==> src/rtl/s3g_rx_dbuf_pkg.sv <==
// Shared constants, FSM state type and CRC8 (Maxim, reflected 0x8C) step
// for the S3G double-buffered packet receiver.
package s3g_pkg;

  localparam logic [7:0] START_BYTE = 8'hD5;
  localparam logic [7:0] CRC_POLY   = 8'h8C;

  localparam logic [2:0] ERR_NONE     = 3'd0;
  localparam logic [2:0] ERR_CRC      = 3'd1;
  localparam logic [2:0] ERR_LEN      = 3'd2;
  localparam logic [2:0] ERR_OVERRUN  = 3'd3;
  localparam logic [2:0] ERR_TIMEOUT  = 3'd4;

  typedef enum logic [1:0] {
    ST_IDLE,
    ST_LEN,
    ST_PAYLOAD,
    ST_CRC
  } rx_state_e;

  // Folds one byte into the CRC, LSB first, in a single cycle.
  function automatic logic [7:0] crc8_step(input logic [7:0] crc_in,
                                           input logic [7:0] data);
    logic [7:0] c;
    c = crc_in;
    for (int i = 0; i < 8; i++) begin
      if (c[0] ^ data[i]) c = (c >> 1) ^ CRC_POLY;
      else                c = c >> 1;
    end
    return c;
  endfunction

endpackage

==> src/rtl/s3g_rx_dbuf_bank_ram.sv <==
// Two independent 1W1R payload banks with registered read; each port
// selects its bank, the read bank select is pipelined alongside the data.
module s3g_rx_bank_ram #(
  parameter int MAX_LEN = 32,
  parameter int ADDR_W  = $clog2(MAX_LEN)
) (
  input  logic              clk,
  input  logic              we,
  input  logic              wbank,
  input  logic [ADDR_W-1:0] waddr,
  input  logic [7:0]        wdata,
  input  logic              rbank,
  input  logic [ADDR_W-1:0] raddr,
  output logic [7:0]        rdata
);

  logic [7:0] bank_q [2];
  logic       rsel_q;

  for (genvar gi = 0; gi < 2; gi++) begin : g_bank
    logic [7:0] mem [MAX_LEN];

    always_ff @(posedge clk) begin
      if (we && (wbank == 1'(gi))) mem[waddr] <= wdata;
      bank_q[gi] <= mem[raddr];
    end
  end

  always_ff @(posedge clk) rsel_q <= rbank;

  assign rdata = bank_q[rsel_q];

endmodule

==> src/rtl/s3g_rx_dbuf.sv <==
// S3G packet receiver: frames D5/len/payload/CRC8 into two payload banks
// with a 2-entry ready FIFO. Define S3G_RX_TIMEOUT_EN for the inter-byte timeout.
module s3g_rx_dbuf
  import s3g_pkg::*;
#(
  parameter int MAX_LEN        = 32,
  parameter int ADDR_W         = $clog2(MAX_LEN),
  parameter int TIMEOUT_CYCLES = 20000
) (
  input  logic              clk,
  input  logic              rst,
  input  logic [7:0]        rx_data,
  input  logic              rx_done,
  output logic              packet_done,
  output logic              packet_error,
  output logic [2:0]        error_code,
  output logic              buffer_valid,
  output logic [7:0]        payload_len,
  input  logic [ADDR_W-1:0] rd_addr,
  output logic [7:0]        rd_data,
  input  logic              buf_release
);

  rx_state_e  state_q, state_d;
  logic [7:0] len_q, len_d, cnt_q, cnt_d, crc_q, crc_d;
  logic       wbank_q, wbank_d, discard_q, discard_d;
  logic       done_q, done_d, err_q, err_d, rd_ok_q, rd_ok_d;
  logic [2:0] code_q, code_d;
  logic [1:0] full_q, full_d, fifo_q, fifo_d, count_q, count_d;
  logic [7:0] blen_q [2];
  logic [7:0] blen_d [2];
  logic       push, pop, we;
  logic [7:0] ram_rdata;
`ifdef S3G_RX_TIMEOUT_EN
  logic [31:0] tmo_q, tmo_d;
`endif

  assign buffer_valid = (count_q != 2'd0);
  assign payload_len  = buffer_valid ? blen_q[fifo_q[0]] : 8'd0;
  assign packet_done  = done_q;
  assign packet_error = err_q;
  assign error_code   = code_q;
  assign rd_data      = rd_ok_q ? ram_rdata : 8'd0;

  always_comb begin
    state_d = state_q; len_d = len_q; cnt_d = cnt_q; crc_d = crc_q;
    wbank_d = wbank_q; discard_d = discard_q; code_d = code_q;
    done_d = 1'b0; err_d = 1'b0; push = 1'b0; we = 1'b0;
    if (rx_done) begin
      case (state_q)
        ST_IDLE: if (rx_data == START_BYTE) begin
          state_d = ST_LEN;
          crc_d   = 8'd0;
        end
        ST_LEN: begin
          len_d = rx_data;
          cnt_d = 8'd0;
          if (rx_data > 8'(MAX_LEN)) begin
            state_d = ST_IDLE;
            err_d   = 1'b1;
            code_d  = ERR_LEN;
          end else begin
            state_d   = (rx_data == 8'd0) ? ST_CRC : ST_PAYLOAD;
            wbank_d   = full_q[0];
            discard_d = &full_q;
          end
        end
        ST_PAYLOAD: begin
          we    = !discard_q;
          crc_d = crc8_step(crc_q, rx_data);
          cnt_d = cnt_q + 8'd1;
          if (cnt_q == len_q - 8'd1) state_d = ST_CRC;
        end
        default: begin
          state_d = ST_IDLE;
          if (rx_data != crc_q) begin
            err_d  = 1'b1;
            code_d = ERR_CRC;
          end else if (discard_q) begin
            err_d  = 1'b1;
            code_d = ERR_OVERRUN;
          end else begin
            push   = 1'b1;
            done_d = 1'b1;
          end
        end
      endcase
    end
`ifdef S3G_RX_TIMEOUT_EN
    if (rx_done || state_q == ST_IDLE) begin
      tmo_d = 32'd0;
    end else if (tmo_q == 32'(TIMEOUT_CYCLES - 1)) begin
      tmo_d   = 32'd0;
      state_d = ST_IDLE;
      err_d   = 1'b1;
      code_d  = ERR_TIMEOUT;
    end else begin
      tmo_d = tmo_q + 32'd1;
    end
`endif

    // Pop is applied before push so a same-cycle commit lands behind the new head.
    pop     = buf_release && buffer_valid;
    full_d  = full_q;
    fifo_d  = fifo_q;
    count_d = count_q;
    blen_d  = blen_q;
    if (pop) begin
      full_d[fifo_q[0]] = 1'b0;
      fifo_d[0]         = fifo_q[1];
      count_d           = count_q - 2'd1;
    end
    if (push) begin
      full_d[wbank_q]     = 1'b1;
      blen_d[wbank_q]     = len_q;
      fifo_d[count_d[0]]  = wbank_q;
      count_d             = count_d + 2'd1;
    end

    rd_ok_d = buffer_valid && (8'(rd_addr) < payload_len);
  end

  always_ff @(posedge clk) begin
    if (rst) begin
      state_q   <= ST_IDLE;
      len_q     <= 8'd0;
      cnt_q     <= 8'd0;
      crc_q     <= 8'd0;
      wbank_q   <= 1'b0;
      discard_q <= 1'b0;
      done_q    <= 1'b0;
      err_q     <= 1'b0;
      code_q    <= ERR_NONE;
      rd_ok_q   <= 1'b0;
      full_q    <= 2'b00;
      fifo_q    <= 2'b00;
      count_q   <= 2'd0;
      blen_q    <= '{default: 8'd0};
`ifdef S3G_RX_TIMEOUT_EN
      tmo_q     <= 32'd0;
`endif
    end else begin
      state_q   <= state_d;
      len_q     <= len_d;
      cnt_q     <= cnt_d;
      crc_q     <= crc_d;
      wbank_q   <= wbank_d;
      discard_q <= discard_d;
      done_q    <= done_d;
      err_q     <= err_d;
      code_q    <= code_d;
      rd_ok_q   <= rd_ok_d;
      full_q    <= full_d;
      fifo_q    <= fifo_d;
      count_q   <= count_d;
      blen_q    <= blen_d;
`ifdef S3G_RX_TIMEOUT_EN
      tmo_q     <= tmo_d;
`endif
    end
  end

  s3g_rx_bank_ram #(
    .MAX_LEN (MAX_LEN),
    .ADDR_W  (ADDR_W)
  ) u_ram (
    .clk   (clk),
    .we    (we),
    .wbank (wbank_q),
    .waddr (cnt_q[ADDR_W-1:0]),
    .wdata (rx_data),
    .rbank (fifo_q[0]),
    .raddr (rd_addr),
    .rdata (ram_rdata)
  );

endmodule

==> config.mk <==
export PLATFORM = sky130hd
export DESIGN_NAME = s3g_rx_dbuf
export DESIGN_NICKNAME = d
export VERILOG_FILES = /design/src/rtl/s3g_rx_dbuf_pkg.sv /design/src/rtl/s3g_rx_dbuf_bank_ram.sv /design/src/rtl/s3g_rx_dbuf.sv
export SDC_FILE = /design/constraint.sdc
export NUM_CORES = 1
export LEC_CHECK = 0
export CORE_MARGIN = 10
export CORE_UTILIZATION = 55
export CTS_BUF_LIST = sky130_fd_sc_hd__clkbuf_8
export DETAILED_ROUTE_END_ITERATION = 8
export MAX_ROUTING_LAYER = met4
export PLACE_DENSITY_LB_ADDON = 0.25
export SLEW_MARGIN = 0
export SYNTH_ARGS = -nofsm -noshare
export SYNTH_HDL_FRONTEND = slang
export SYNTH_HIERARCHICAL = 1
export SYNTH_SLANG_ARGS = --single-unit
==> constraint.sdc <==
create_clock -name clk -period 2.5 [get_ports clk]
set_input_delay 0.5 -clock clk [delete_from_list [all_inputs] [get_ports clk]]
set_output_delay 0.5 -clock clk [all_outputs]
set_load 0.01 [all_outputs]
==> flow_summary.toml <==
[yosys]
netlist_area_sq_um = 23800
ys_seq_area_share_pct = 70.6
synth.distinct_cells = 60
ys.flop_type = "edfxtp_1"
syn-num-nets = 1575
synth_area_per_cell_sq_um = 15.4
syn_inst = 1545
ys_warn_count = 6
async_flop_share_pct = 0
synth_edf_count = 512
ys_ff_latch = 584

[critical_path]
cp.depth = 4
required_ns = 2.00
path_buf_inv = 2
reg2reg_to = "state_q[0]$_SDFFE_PP0P_"
slowest_stage = "dfxtp_4"
start_kind = "register"
r2r_slack_ns = 0.21
cp_max_fo = 6
crit_family = "flip-flops"
r2r_cells = 8
slowest_delay_ns = 0.41
worst_ep_arrival_time_ns = 1.95
rr_startpoint = "len_q[0]$_SDFFE_PP0P_"
cp_cell_sequence = "buf_4 -> mux2_2 -> and2_1 -> clkdlybuf4s15_2"
crit_path_end = "rd_data[7]"
endpoint_kind = "output pin"
crit_type = "reg2out"

[timing]
slew_violations = 0
max_freq_ghz = 0.408
fin_skew_ns = 0.0245
fin_tns_setup_ns = 0
worst_slew_pin_slew_ns = 0.906
setup_ws_ns = 0.0473
rsz0062_at_grt = "no"
hold_viol = 0
finalSetupViolations = 0
min_period_ns = 2.45
fin_crit_sh_pct = 98.1
maxSlewHeadroom_pct = 39.6
whs_ns = 0.191

[die]
rows = 76
die_w_um = 228
die_y_um = 228
core-area_sq_um = 43000
die_area_sq_um = 52000
io_pins = 39
start_util_pct = 55.4

[placement]
gp_congestion = 0.864
pre_cts_ws_ns = -0.215
port_buffers = 37
hpwl_mm = 35.5

[finish]
nNetsFinal = 1775
area_delta_synth_final_pct = 15.2
drive_gt1_share_pct = 17.6
mostFrequentLayoutCells = "512 x edfxtp_1, 281 x mux2i_1, 141 x buf_4"
layout_commonest_cell = "edfxtp_1"
final_core_util_pct = 63.8
fill_cells = 3145

[pwr]
pwr_density_cell_nw_per_um2 = 705
p_int_uw = 15100
seqPwrFrac_pct = 55.0
power.net_switching_uw = 4250
switching_share_pct = 22.0
clock_power_share_pct = 39.3
ir_worst_vdd_uv = 405
p_leak_uw = 0.00997
power_uw = 19300
power_frac_comb_pct = 5.7

[cts]
insertion_delay_ns = 0.64
clock_path_buffers = 3
cts_root_buf = "clkbuf_8"
cts_tree = "built"
clkSinkCount = 584
cts_max_level = 3
cts.clk_slew.worst_paths_ns = 0.07
cts_buffers = 89

[route]
wl_per_cell_um = 23.3
dr.pass1.iters = 5
vias = 13800
drc = 0
top_layer = "met4"
met1_length_mm = 23.2
antenna_left = 0
via_per_inst = 5.76
wl_met3_mm = 3.81
drt_iter0_markers = 1392
wl_met2_mm = 27.5
drt-total-wl_mm = 55.8

[grt]
grt-ovfl-total = 0
grt_use_total_pct = 21.8
grt_max_degree = 66
grt_pass1_wl_mm = 84.4
first_global_vias = 13900
antenna_found_initial = 1

[flow_run]
drv_cap = 0

[run_status]
status = "finished, final reports clean"

[hold_path]
holdCritPathClass = "in2reg"
[area by class of cell]
cell class / count / area, sq um / share of cell area [%]
diodes: 1 / 2.50 / 0.00912
clock buffers: 96 / 1320 / 4.82
clock inverters: 65 / 400 / 1.46
inverters: 17 / 63.8 / 0.233
multi-input cells: 857 / 6360 / 23.2
flip-flops and latches: 584 / 16800 / 61.3
well taps: 585 / 732 / 2.67
repair buffers: 196 / 1730 / 6.31
[sequential cells by signal (all words and copies together) (netlist names), named ones only]
name,count
count_q,2
packet_error,1
error_code,2
discard_q,1
u_ram/g_bank.mem,512
fifo_q,2
rd_ok_q,1
state_q,2
full_q,2
packet_done,1
cnt_q,8
u_ram/bank_q,16
blen_q,16
crc_q,8
len_q,8
wbank_q,1
[power groups by stage]
stage	combinational, uW	clock (uW)	sequential, uW
finish	1090	7610	10600
global route	1170	8180	10600
floorplan	620	0	10800
CTS	1090	7740	10600
detailed placement	1080	0	10900
global placement	1070	0	10900
[kinds of logic after synthesis]
| group | after synthesis | synth area share, % |
|---|---|---|
| multiplexers | 291 | 12.3 |
| other | 1 | 0.0157 |
| AO/OA/AOI/OAI | 197 | 5.74 |
| adder cells (fa/ha/maj) | 13 | 0.683 |
| buffers and inverters | 104 | 2.87 |
| flip-flops | 584 | 70.6 |
| AND/OR/NAND/NOR | 318 | 6.40 |
| XOR/XNOR | 37 | 1.42 |
[worst min path at each step]
| stage | startpoint | to | slack (ns) | cells past startpoint |
|---|---|---|---|---|
| global placement | full_q[1]$_SDFF_PP0_ | full_q[1]$_SDFF_PP0_ | 0.47 | 2 |
| floorplan | fifo_q[0]$_SDFF_PP0_ | register | 0.36 | 0 |
| CTS | rx_data[2] | len_q[2]$_SDFFE_PP0P_ | 0.17 | 3 |
| detailed placement | full_q[1]$_SDFF_PP0_ | full_q[1]$_SDFF_PP0_ | 0.48 | 2 |
| finish | rx_data[3] | len_q[3]$_SDFFE_PP0P_ | 0.19 | 3 |
| global route | rx_data[4] | len_q[4]$_SDFFE_PP0P_ | 0.21 | 3 |
[layer usage]
layer,vias to the layer above,track usage [%]
li1,6333,-
met1,6846,27.8
met2,564,35.4
met3,94,3.57
met4,0,6.96
met5,-,-
[worst reg2reg max path, stage by stage, from the launching register on]
cell and delay, ns:
dfxtp_1 0.33, inv_1 0.05, ha_1 0.21, nor3b_2 0.18, and3_1 0.18, o41ai_1 0.40
nand3_1 0.20, or4_1 0.55, a21oi_1 0.14
[through the flow]
stage | std cells | cell area [sq um]
floorplan | 1545 | 23800
global placement | 2237 | 25700
detailed placement | 2237 | 25700
CTS | 2400 | 27400
global route | 2401 | 27400
finish | 2401 | 27400
[cells in the mapped netlist (2+ instances only)]
library cell | n | area [sq um]
nand2b_1 | 2 | 12.5
nand4_1 | 19 | 119
o21ai_0 | 8 | 40.0
inv_2 | 2 | 7.51
a2bb2oi_1 | 2 | 17.5
nor2b_1 | 7 | 43.8
nor3_1 | 23 | 115
and3_1 | 3 | 18.8
mux2_2 | 9 | 101
buf_12 | 5 | 100
o41ai_1 | 2 | 17.5
buf_4 | 20 | 150
ha_1 | 13 | 163
inv_1 | 15 | 56.3
nand2_1 | 57 | 214
xor2_1 | 13 | 114
nand3b_1 | 4 | 30.0
edfxtp_1 | 512 | 15400
or3b_2 | 2 | 17.5
buf_6 | 6 | 67.6
a21oi_1 | 52 | 260
buf_2 | 19 | 95.1
o21a_1 | 3 | 22.5
a31oi_1 | 18 | 113
a22o_1 | 32 | 280
mux2i_1 | 282 | 2820
nor2_1 | 112 | 420
clkbuf_1 | 30 | 113
or4_1 | 3 | 22.5
or2_1 | 3 | 18.8
dfxtp_1 | 72 | 1440
nor2_4 | 2 | 22.5
xnor2_1 | 23 | 201
a22oi_1 | 70 | 526
nand3_1 | 53 | 265
and2_1 | 12 | 75.1
nor3b_1 | 3 | 22.5
or2_2 | 4 | 25.0
o31ai_1 | 2 | 15.0
buf_8 | 6 | 90.1
[timing repair]
action                     CTS  global route
setup buffers                2             0
gates cloned                 0             0
pin swaps                    0             0
setup endpoints to repair   17             2
hold buffers                 0             0
resized for setup           28             2
Power figures use the tool's default switching activity.
